===== config.mk =====
export PLATFORM = sky130hd
export DESIGN_NAME = alu_issue
export DESIGN_NICKNAME = d
export VERILOG_FILES = /design/src/rtl/alu_issue.sv
export SDC_FILE = /design/constraint.sdc
export NUM_CORES = 1
export LEC_CHECK = 0
export CORE_MARGIN = 2
export CORE_UTILIZATION = 46
export CTS_CLUSTER_SIZE = 25
export DETAILED_ROUTE_END_ITERATION = 8
export PLACE_DENSITY = 0.94
export SYNTH_ARGS = -nofsm -noshare
export SYNTH_HDL_FRONTEND = slang
export SYNTH_SLANG_ARGS = --single-unit

===== constraint.sdc =====
create_clock -name clk -period 5.1 [get_ports clk]
set_input_delay 0.765 -clock clk [delete_from_list [all_inputs] [get_ports clk]]
set_output_delay 0.765 -clock clk [all_outputs]
set_load 0.02 [all_outputs]

===== src/rtl/alu_issue.sv =====
// Issue/decode front end for the RV32I ALU: accepts one instruction, drives the
// ALU for a single cycle, waits out its registered latency and returns the result.
module alu_issue #(
    parameter int XLEN = 32,
    parameter int OPW  = 6
) (
    input  logic            clk,
    input  logic            rst,
    input  logic            in_valid,
    output logic            in_ready,
    input  logic [31:0]     instr,
    input  logic [XLEN-1:0] pc,
    input  logic [XLEN-1:0] rs1_val,
    input  logic [XLEN-1:0] rs2_val,
    output logic [OPW-1:0]  alu_op,
    output logic [XLEN-1:0] alu_a,
    output logic [XLEN-1:0] alu_b,
    input  logic [XLEN-1:0] alu_out,
    input  logic [3:0]      alu_flag,
    output logic            res_valid,
    input  logic            res_ready,
    output logic [XLEN-1:0] res_data,
    output logic [4:0]      res_rd,
    output logic [3:0]      res_flags,
    output logic            res_illegal
);

    localparam logic [OPW-1:0] OP_ADD   = OPW'(8'h00);
    localparam logic [OPW-1:0] OP_SUB   = OPW'(8'h01);
    localparam logic [OPW-1:0] OP_XOR   = OPW'(8'h02);
    localparam logic [OPW-1:0] OP_OR    = OPW'(8'h03);
    localparam logic [OPW-1:0] OP_AND   = OPW'(8'h04);
    localparam logic [OPW-1:0] OP_SLL   = OPW'(8'h05);
    localparam logic [OPW-1:0] OP_SRL   = OPW'(8'h06);
    localparam logic [OPW-1:0] OP_SRA   = OPW'(8'h07);
    localparam logic [OPW-1:0] OP_SLT   = OPW'(8'h08);
    localparam logic [OPW-1:0] OP_SLTU  = OPW'(8'h09);
    localparam logic [OPW-1:0] OP_JAL   = OPW'(8'h0A);
    localparam logic [OPW-1:0] OP_LUI   = OPW'(8'h0B);
    localparam logic [OPW-1:0] OP_AUIPC = OPW'(8'h0C);

    localparam logic [6:0] OPC_OP    = 7'b0110011;
    localparam logic [6:0] OPC_IMM   = 7'b0010011;
    localparam logic [6:0] OPC_LUI   = 7'b0110111;
    localparam logic [6:0] OPC_AUIPC = 7'b0010111;
    localparam logic [6:0] OPC_JAL   = 7'b1101111;
    localparam logic [6:0] OPC_JALR  = 7'b1100111;
    localparam logic [6:0] F7_BASE   = 7'h00;
    localparam logic [6:0] F7_ALT    = 7'h20;

    typedef enum logic [1:0] {IDLE, EXEC, CAPT, RESP} state_t;

    state_t            state_q;
    logic              in_ready_q, res_valid_q, res_illegal_q;
    logic [OPW-1:0]    alu_op_q;
    logic [XLEN-1:0]   alu_a_q, alu_b_q, res_data_q;
    logic [4:0]        res_rd_q;
    logic [3:0]        res_flags_q;

    logic [6:0]        opcode, funct7;
    logic [2:0]        funct3;
    logic [XLEN-1:0]   imm_i, imm_u, shamt_r, shamt_i;
    logic              is_op;
    logic [OPW-1:0]    op_d;
    logic [XLEN-1:0]   a_d, b_d;
    logic              illegal_d;
    logic              unused_rs1_idx;

    assign opcode  = instr[6:0];
    assign funct3  = instr[14:12];
    assign funct7  = instr[31:25];
    assign is_op   = (opcode == OPC_OP);
    assign imm_i   = {{(XLEN-12){instr[31]}}, instr[31:20]};
    assign imm_u   = {{(XLEN-20){1'b0}}, instr[31:12]};
    assign shamt_r = {{(XLEN-5){1'b0}}, rs2_val[4:0]};
    assign shamt_i = {{(XLEN-5){1'b0}}, instr[24:20]};
    // Register indices arrive already resolved into rs1_val/rs2_val.
    assign unused_rs1_idx = ^instr[19:15];

    always_comb begin
        op_d      = OP_ADD;
        a_d       = '0;
        b_d       = '0;
        illegal_d = 1'b0;
        case (opcode)
            OPC_OP, OPC_IMM: begin
                a_d = rs1_val;
                b_d = is_op ? rs2_val : imm_i;
                case (funct3)
                    3'b000: op_d = (is_op && funct7 == F7_ALT) ? OP_SUB : OP_ADD;
                    3'b001: begin
                        op_d = OP_SLL;
                        b_d  = is_op ? shamt_r : shamt_i;
                    end
                    3'b010: op_d = OP_SLT;
                    3'b011: op_d = OP_SLTU;
                    3'b100: op_d = OP_XOR;
                    3'b101: begin
                        op_d = (funct7 == F7_ALT) ? OP_SRA : OP_SRL;
                        b_d  = is_op ? shamt_r : shamt_i;
                    end
                    3'b110: op_d = OP_OR;
                    3'b111: op_d = OP_AND;
                endcase
                // funct7 only carries meaning for sub/sra and the immediate shifts.
                if (is_op)
                    illegal_d = !(funct7 == F7_BASE ||
                                  (funct7 == F7_ALT && (funct3 == 3'b000 || funct3 == 3'b101)));
                else if (funct3 == 3'b001)
                    illegal_d = (funct7 != F7_BASE);
                else if (funct3 == 3'b101)
                    illegal_d = !(funct7 == F7_BASE || funct7 == F7_ALT);
            end
            OPC_LUI: begin
                op_d = OP_LUI;
                b_d  = imm_u;
            end
            OPC_AUIPC: begin
                op_d = OP_AUIPC;
                a_d  = pc;
                b_d  = imm_u;
            end
            OPC_JAL: begin
                op_d = OP_JAL;
                a_d  = pc;
            end
            OPC_JALR: begin
                op_d      = OP_JAL;
                a_d       = pc;
                illegal_d = (funct3 != 3'b000);
            end
            default: illegal_d = 1'b1;
        endcase
    end

    always_ff @(posedge clk or negedge rst) begin
        if (!rst) begin
            state_q       <= IDLE;
            in_ready_q    <= 1'b0;
            res_valid_q   <= 1'b0;
            res_illegal_q <= 1'b0;
            alu_op_q      <= OP_ADD;
            alu_a_q       <= '0;
            alu_b_q       <= '0;
            res_data_q    <= '0;
            res_rd_q      <= '0;
            res_flags_q   <= '0;
        end else begin
            case (state_q)
                IDLE: begin
                    in_ready_q <= 1'b1;
                    if (in_valid && in_ready_q) begin
                        in_ready_q <= 1'b0;
                        if (illegal_d) begin
                            // Never reaches the ALU; answer straight away.
                            state_q       <= RESP;
                            res_valid_q   <= 1'b1;
                            res_illegal_q <= 1'b1;
                            res_data_q    <= '0;
                            res_rd_q      <= '0;
                            res_flags_q   <= '0;
                        end else begin
                            state_q  <= EXEC;
                            alu_op_q <= op_d;
                            alu_a_q  <= a_d;
                            alu_b_q  <= b_d;
                            res_rd_q <= instr[11:7];
                        end
                    end
                end
                EXEC: begin
                    state_q  <= CAPT;
                    alu_op_q <= OP_ADD;
                    alu_a_q  <= '0;
                    alu_b_q  <= '0;
                end
                CAPT: begin
                    state_q     <= RESP;
                    res_data_q  <= alu_out;
                    res_flags_q <= alu_flag;
                    res_valid_q <= 1'b1;
                end
                RESP: begin
                    if (res_ready) begin
                        state_q       <= IDLE;
                        res_valid_q   <= 1'b0;
                        res_illegal_q <= 1'b0;
                        in_ready_q    <= 1'b1;
                    end
                end
            endcase
        end
    end

    assign in_ready    = in_ready_q;
    assign alu_op      = alu_op_q;
    assign alu_a       = alu_a_q;
    assign alu_b       = alu_b_q;
    assign res_valid   = res_valid_q;
    assign res_data    = res_data_q;
    assign res_rd      = res_rd_q;
    assign res_flags   = res_flags_q;
    assign res_illegal = res_illegal_q;

endmodule


==> run metrics, run 1 <==
drt pass-1 iters 6; dpl hpwl 14.0 mm; Tcrit/Tclk final 0.749; H-tree levels 4; Slew Limit Fails 0; Yosys warnings 0; pin count of the biggest net entering global routing 80; Starting DRT DRC Count 517; leakage power 4.01 nW; # port buffers 279; worst-case reg-to-reg path depth 7; status complete, no violations; largest area contributor in the netlist dfrtp_1; Via density 5.73; # clock sinks 114; fin crit period 3820 ps; DR WL/cell 18.6 um; Chip Width 120 um; Final setup viols 0; Routed WL 20.0 mm; worst-margin pin slew 1000 ps; post-synthesis register bit count 114; pwr/cell area 403 nW/um2; Adder-Cell Fraction of Synth Area 0.00809; Setup Fix Bufs, Post-CTS 0; worst-path maximum fanout 24; Syn Area/Cell 9.74 um2; DIE AREA 14400 um2; unrepaired setup endpoints after global routing no; Compound-Gate Fraction of Synth Area 0.246; peak supply drop 255 uV; Seq/Total Area, Yosys 0.461; total power 3.85 mW; post-synthesis simple-gate area fraction 0.124; Die Y 120 um; CP required 5400 ps; CTS tree built; Netlist Area Pre-Place 6180 um2; ys flop type dfrtp_1; Final Wtd Congestion 0.826; share of cells above drive strength 1 0.0868; I/O pin cnt 282; Fin. Hold Viols 0; Root Buffer clkbuf_16; worst-skew pair later-pin latency 420 ps; CP endpoint kind register; DRT antenna net count 0; antenna violations before repair 0; # DRC 0; initial core utilization 0.469; Cell variety after synth 49; Critical Path AT 4120 ps; fmax 262 MHz; via count 6163; # Max-Cap Violations 0; largest cells by area after synthesis dfrtp_1 46%, nand3_1 6.4%, mux2_4 5.8%; Max Buffers Root-to-Sink 2; Total GRT Usage 0.276; mux cell area share after synthesis 0.0870; global-route wire length before repair 31.3 mm; asr flop ratio synth 1.00; Synth Area in XOR/XNOR 0; Rel. slew slack 0.332; Mapped Cells 635; core area 13200 um2; setup TNS 0 ps; Num CTS Buffers 17; vias in the first global route 6182; final setup skew 6.35 ps; WHS Path Cells 2; CTS resizes 0; HP Class register to register; ANT cells 0; Yosys top cell area share 0.461; # rows 42; CP startpoint kind input pin; NumNets Final 1060; total gr overflow 0; filler instances 919; CTS Hold Bufs 0; crit path kind input pin to register; Area Overhead vs Synth 54.6%; Worst-path clk slew 50 ps; largest family of logic cells by synthesized area compound AO/OA/AOI/OAI gates; Post-synth EDFFs 0
==> registers in the layout, indices dropped and copies added (netlist names) <==
name / count
alu_b: 32
res_valid: 1
state_q: 2
res_data: 32
in_ready: 1
res_flags: 4
alu_a: 32
res_rd: 5
res_illegal: 1
alu_op: 4
==> critical path, stage by stage <==
cell and delay [ps]:
clkdlybuf4s50_1 590, nand3b_1 370, nor4_1 620, o32ai_4 260
o211ai_4 550, buf_4 420, mux2_4 330, a32o_1 210
==> cell usage in the layout, fill, tap and decap left out, types with 3 or more instances in the layout <==
cell type / Yosys / routed
a22o_1: 32 / 32
nor2_1: 5 / 5
clkbuf_16: 0 / 17
mux2_4: 24 / 24
dfrtp_1: 114 / 114
clkinv_2: 0 / 6
nand2b_1: 5 / 5
buf_4: 6 / 13
ha_1: 4 / 4
nand2_1: 49 / 49
clkdlybuf4s50_1: 0 / 278
nor2b_1: 3 / 3
o21ai_0: 56 / 56
mux2_2: 6 / 6
inv_1: 43 / 43
o21ai_1: 6 / 5
a21oi_1: 44 / 44
a32o_1: 30 / 30
o31ai_1: 30 / 30
nand3_1: 79 / 79
mux2i_1: 11 / 11
clkbuf_1: 37 / 4
==> routing by layer <==
layer	GRT usage	vias up	share of wire
met5	0	-	0
met4	0.118	0	0.033
met3	0.0789	61	0.079
met2	0.473	321	0.51
met1	0.321	2953	0.38
li1	-	2828	-
==> synth_stat cells, types with 3 or more instances <==
library cell and count:
a21oi_1 44, nand2_1 49, dfrtp_1 114, o21ai_0 56, nor2b_1 3, inv_1 43, o21ai_1 6, buf_2 7
nor3_1 4, a32o_1 30, buf_1 4, o31ai_1 30, ha_1 4, nand3_1 79, a22o_1 32, mux2i_1 11
mux2_4 24, nor2_1 5, clkbuf_1 37, mux2_2 6, buf_6 5, buf_4 6, nand2b_1 5
==> layout make-up <==
cell class	count	area [um2]	share of cell area
Inverter	43	161	0.0169
Multi-Input combinational cell	420	2900	0.303
Timing Repair Buffer	292	2900	0.303
Clock inverter	7	60.1	0.00628
Clock buffer	23	468	0.0489
Tap cell	176	220	0.0230
Sequential cell	114	2850	0.298
==> worst paths after layout <==
check / endpoint / slack, ps / start
setup / recovery: alu_a[25]$_DFFE_PN0P_ / 1280 / instr[5]
hold / removal: res_rd[3]$_DFFE_PN0P_ / 500 / res_rd[3]$_DFFE_PN0P_
setup reg to reg: res_data[15]$_DFFE_PN0P_ / 2560 / state_q[0]$_DFFE_PN0P_
hold reg to reg: res_rd[3]$_DFFE_PN0P_ / 500 / res_rd[3]$_DFFE_PN0P_
max in group asynchronous: alu_a[20]$_DFFE_PN0P_ / 3500 / rst
min in group asynchronous: alu_b[25]$_DFFE_PN0P_ / 510 / rst
==> report_power, final <==
group	internal (mW)	switching (mW)
clock	0.682	0.397
sequential	1.11	0.131
combinational	0.668	0.868
total	2.46	1.40
==> kinds of logic (layout without fill, tap and decap cells) <==
| family | Yosys count | count (layout) |
|---|---|---|
| AOI/OAI and AO/OA | 214 | 214 |
| adders and majority gates | 4 | 4 |
| buffers and inverters | 102 | 365 |
| DFF | 114 | 114 |
| muxes | 41 | 41 |
| other | 1 | 2 |
| and+or+nand+nor | 159 | 159 |
==> metrics by stage <==
step | area, um2 | hold slack [ps] | util | setup slack (ps) | std cells
after floorplan | 6190 | 469 | - | 2230 | 636
after global placement | 9030 | 461 | 0.685 | 1070 | 1045
after detailed placement | 9030 | 486 | 0.685 | 884 | 1045
after CTS | 9560 | 498 | 0.725 | 1300 | 1075
after global routing | 9560 | 519 | 0.725 | 1080 | 1075
final | 9560 | 497 | 0.725 | 1280 | 1075
Power figures use the tool's default switching activity.
==> inputs of run 2 (changes only) <==
--- a/config.mk
+++ b/config.mk
@@ -6,10 +6,10 @@
 export NUM_CORES = 1
 export LEC_CHECK = 0
 export CORE_MARGIN = 2
-export CORE_UTILIZATION = 46
+export CORE_UTILIZATION = 42
 export CTS_CLUSTER_SIZE = 25
 export DETAILED_ROUTE_END_ITERATION = 8
-export PLACE_DENSITY = 0.94
+export PLACE_DENSITY = 0.87
 export SYNTH_ARGS = -nofsm -noshare
 export SYNTH_HDL_FRONTEND = slang
 export SYNTH_SLANG_ARGS = --single-unit
==> constraint.sdc (replaced) <==
create_clock -name clk -period 3.9 [get_ports clk]
set_input_delay 0.585 -clock clk [delete_from_list [all_inputs] [get_ports clk]]
set_output_delay 0.585 -clock clk [all_outputs]
set_load 0.02 [all_outputs]
==> run 2 against run 1 <==
Effect of this change:
- combinational power increased by 31%
- sequential cell count did not move
- clock power is 51% higher
- non-clock buffer count grew 2
- via count down 2.7%
- register-to-register slack worse by 1100 ps
==> run metrics, run 2 (synthesized netlist as in run 1, its figures left out) <==
Chip Width 125 um; vias in the first global route 5894; pin count of the biggest net entering global routing 105; dpl hpwl 13.6 mm; total power 5.24 mW; fin crit period 3030 ps; crit path kind input pin to register; CP endpoint kind register; drt pass-1 iters 5; CP peak stage delay 580 ps; Tcrit/Tclk final 0.776; DR WL/cell 17.6 um; DIE AREA 15700 um2; Final setup viols 0; antenna violations before repair 0; status complete, no violations; NumNets Final 1062; CTS tree built; Worst-path clk slew 50 ps; buffers and inverters on the worst path 2; share of cells above drive strength 1 0.0942; Max Buffers Root-to-Sink 2; Slew Limit Fails 0; Critical Path AT 3320 ps; via count 5998; setup TNS 0 ps; CP Cell Sequence clkdlybuf4s50_1, nand3b_1, or3_1, o32ai_4, o211ai_4, buf_12, mux2_4, a32o_1; final setup skew 4.42 ps; worst-path maximum fanout 104; Via density 5.52; I/O pin cnt 282; Total GRT Usage 0.244; Routed WL 19.2 mm; filler instances 1104; most common cell after layout, fill and taps aside clkdlybuf4s50_1; # port buffers 279; total gr overflow 0; global-route wire length before repair 30.7 mm; slowest CP cell or3_1; # Max-Cap Violations 0; # rows 44; CP required 4190 ps; Setup Fix Bufs, Post-CTS 0; ANT cells 0; pwr/cell area 541 nW/um2; CP startpoint kind input pin; worst-skew pair later-pin latency 410 ps; Fin. Hold Viols 0; unrepaired setup endpoints after global routing no; peak supply drop 370 uV; WHS 179 ps; Root Buffer clkbuf_16; Area Overhead vs Synth 56.7%; fmax 330 MHz; Starting DRT DRC Count 447; # DRC 0; initial core utilization 0.427; leakage power 4.06 nW; Final Wtd Congestion 0.871; CTS resizes 0; fin area 9690 um2; Crit path max-delay family buffers and inverters; HP Class input pin to async pin; most frequent cells in the layout 278 x clkdlybuf4s50_1, 114 x dfrtp_1, 79 x nand3_1, 56 x o21ai_0, 49 x nand2_1; # clock sinks 114; core area 14500 um2; CTS Hold Bufs 0; worst-margin pin slew 974 ps; Num CTS Buffers 17; Die Y 125 um; DRT antenna net count 0; Placed Instance Area 9070 um2; H-tree levels 4; Rel. slew slack 0.348; Final Core Density 0.669
[run 2: cell types whose count changed in the layout (fill, tap and decap cells not counted), sizes merged]
| cell | delta |
|---|---|
| clkinv | -1 |
| clkinvlp | +2 |
| clkbuf | -3 |
| bufinv | +3 |
| buf | +2 |
[run 2: where the power goes]
part | switching, mW | internal, mW | leakage (nW)
Sequential | 0.165 | 1.44 | 1.56
Clock | 0.533 | 1.09 | 0.301
Combinational | 1.13 | 0.876 | 2.20
Total | 1.83 | 3.41 | 4.06
[run 2: worst paths after layout]
kind / cells after the start / slack (ps) / startpoint / to
worst max-delay path: 8 / 870 / instr[0] / alu_a[15]$_DFFE_PN0P_
worst min-delay path: 1 / 180 / rst / res_data[10]$_DFFE_PN0P_
worst max register to register: 6 / 1500 / state_q[1]$_DFFE_PN0P_ / res_data[30]$_DFFE_PN0P_
worst min register to register: 2 / 480 / res_rd[0]$_DFFE_PN0P_ / res_rd[0]$_DFFE_PN0P_
max in group asynchronous: 2 / 2930 / rst / alu_a[14]$_DFFE_PN0P_
min in group clk: 2 / 480 / res_rd[0]$_DFFE_PN0P_ / res_rd[0]$_DFFE_PN0P_
[run 2: cell type report]
type / instances / area, um2 / area share
Multi-Input combinational cell: 420 / 2900 / 0.299
Timing Repair Buffer: 294 / 2930 / 0.302
Clock inverter: 11 / 160 / 0.0165
Inverter: 43 / 161 / 0.0167
Sequential cell: 114 / 2850 / 0.294
Tap cell: 184 / 230 / 0.0238
Clock buffer: 20 / 457 / 0.0471
[run 2: per-stage QoR]
step	setup WS, ps	instances
2_1_floorplan	1210	636
5_1_grt	764	1086
3_3_place_gp	568	1055
3_5_place_dp	474	1055
4_1_cts	908	1086
6_report	874	1086
[run 2: routing by layer]
layer	part of all wire	global-route usage	up-vias
met5	0	0	-
met4	0.024	0.0922	0
met3	0.066	0.0663	33
met2	0.50	0.408	259
met1	0.41	0.303	2869
li1	-	-	2837
==> inputs of run 3 (changes only) <==
==> constraint.sdc (replaced) <==
create_clock -name clk -period 2.9 [get_ports clk]
set_input_delay 0.435 -clock clk [delete_from_list [all_inputs] [get_ports clk]]
set_output_delay 0.435 -clock clk [all_outputs]
set_load 0.02 [all_outputs]
==> run 3 against run 2 <==
Effect of this change:
- the run now ends with negative hold slack left
- design area is 1.8% higher
- sequential cell count stayed put
- non-clock buffer count is 24 higher
==> run metrics, run 3 (synthesized netlist as in run 1, its figures left out) <==
status finished with violations; failing checks negative hold slack; Worst path most repeated cell buf_4; Final Wtd Congestion 0.833; Inst Count DP 1079; clock share of power 0.290; reg2reg start state_q[0]$_DFFE_PN0P_; CP peak stage delay 450 ps; worst-case reg-to-reg path depth 9; Via density 5.50; internal power 4.43 mW; Multi-input gate area 2900 um2; I/O pin cnt 282; share of power burned in registers 0.314; # port buffers 279; initial core utilization 0.427; global-route wire length before repair 31.2 mm; NumNets Final 1086; # rows 44; drt pass-1 iters 5; CTS Hold Bufs 0; Die Y 125 um; HP Class input pin to async pin; Routed WL 19.5 mm; CTS resizes 0; fmax 397 MHz; pwr/cell area 700 nW/um2; vias in the first global route 6048; r2r setup slk 750 ps; # Max-Cap Violations 0; CP endpoint kind register; CP required 3200 ps; Final setup viols 0; Non-Filler Instances 1110; buffers and inverters on the worst path 3; Root Buffer clkbuf_16; Net Sw Power 2.47 mW; Logic pwr share 0.395; Slew Limit Fails 0; # clock sinks 114; total gr overflow 0; DIE AREA 15700 um2; core area 14500 um2; # DRC 0; via count 6101; Starting DRT DRC Count 484; Crit path max-delay family buffers and inverters; Total GRT Usage 0.247; CP startpoint kind input pin; H-tree levels 4; Num CTS Buffers 17; peak supply drop 410 uV; total power 6.90 mW; DRT antenna net count 0; antenna violations before repair 0; CTS tree built; worst-path maximum fanout 14; Setup Fix Bufs, Post-CTS 0; Fin. Hold Viols 15; slowest CP cell clkdlybuf4s50_1; most frequent cells in the layout 278 x clkdlybuf4s50_1, 114 x dfrtp_1, 79 x nand3_1, 56 x o21ai_0, 49 x nand2_1; filler instances 1118; Sw Share 0.358; Reg area 2850 um2; pin count of the biggest net entering global routing 73; leakage power 4.16 nW; final setup skew 5.12 ps; Rel. slew slack 0.631; share of cells above drive strength 1 0.117; Critical Path AT 2820 ps; worst-skew pair later-pin latency 410 ps; dpl hpwl 14.0 mm; worst-margin pin slew 554 ps; most common cell after layout, fill and taps aside clkdlybuf4s50_1; unrepaired setup endpoints after global routing no; ANT cells 0; WHS -2.34 ps; DR WL/cell 17.5 um; Worst-path clk slew 50 ps; R2R Path End res_data[23]$_DFFE_PN0P_; fin crit period 2520 ps; crit path kind input pin to register; Area Overhead vs Synth 59.5%; CP Cell Sequence clkdlybuf4s50_1, nor4_1, buf_4, nand2_1, o32ai_4, o211ai_4, buf_4, mux2_4, a32o_1; Tcrit/Tclk final 0.869; Chip Width 125 um; Max Buffers Root-to-Sink 2
## run 3: cell count changes in the layout (fill, tap and decap cells not counted), sizes merged
cell / before / now
buf: 16 / 40
bufinv: 4 / 2
clkinv: 5 / 7
## run 3: worst register-to-register path, stage by stage (launching register included)
cell and delay [ps]:
dfrtp_1 410, inv_1 100, ha_2 260, and3_1 290, buf_4 190, nand3_1 140, o311ai_4 140, buf_12 300
nand3_1 130, o21ai_0 110
## run 3: final cells by class
type	instances	share of cell area
repair buffers	318	0.320
clock buffers	20	0.0453
multi-input cells	420	0.294
well taps	184	0.0233
flip-flops and latches	114	0.289
inverters	43	0.0164
clock inverters	11	0.0115
## run 3: power by group through the flow
stage          Clock (mW)  Sequential (mW)  Combinational (mW)
3_3_place_gp            0             2.17                2.68
2_1_floorplan           0             2.57                1.04
6_report             2.00             2.17                2.73
3_5_place_dp            0             2.19                2.73
4_1_cts              2.02             2.17                2.75
5_1_grt              2.09             2.22                2.95
## run 3: through the flow
| step | utilization | hold slack, ps | setup TNS [ps] | worst slack, ps | cell area, um2 |
|---|---|---|---|---|---|
| 2_1_floorplan | - | 139 | 0 | 362 | 6190 |
| 3_3_place_gp | 0.642 | 449 | 0 | 13.9 | 9300 |
| 3_5_place_dp | 0.642 | 444 | -5.82 | -5.01 | 9300 |
| 4_1_cts | 0.681 | 4.05 | 0 | 419 | 9860 |
| 5_1_grt | 0.681 | 22.6 | 0 | 204 | 9860 |
| 6_report | 0.681 | -2.34 | 0 | 380 | 9860 |
## run 3: worst max-delay path by stage
| stage | startpoint | to | slack, ps | depth (start not counted) |
|---|---|---|---|---|
| 6_report | instr[25] | alu_a[23]$_DFFE_PN0P_ | 380 | 9 |
| 5_1_grt | instr[3] | alu_a[3]$_DFFE_PN0P_ | 200 | 9 |
| 4_1_cts | instr[3] | alu_a[0]$_DFFE_PN0P_ | 420 | 9 |
| 3_5_place_dp | instr[3] | alu_a[29]$_DFFE_PN0P_ | -5 | 9 |
| 3_3_place_gp | instr[3] | alu_a[0]$_DFFE_PN0P_ | 10 | 9 |
| 2_1_floorplan | instr[3] | alu_a[10]$_DFFE_PN0P_ | 360 | 7 |
## run 3: metal layers
layer	up-vias	track usage	wire [um]
li1	2885	-	-
met1	2932	0.300	7840
met2	240	0.411	9750
met3	44	0.0792	1380
met4	0	0.0928	489
met5	-	0	0
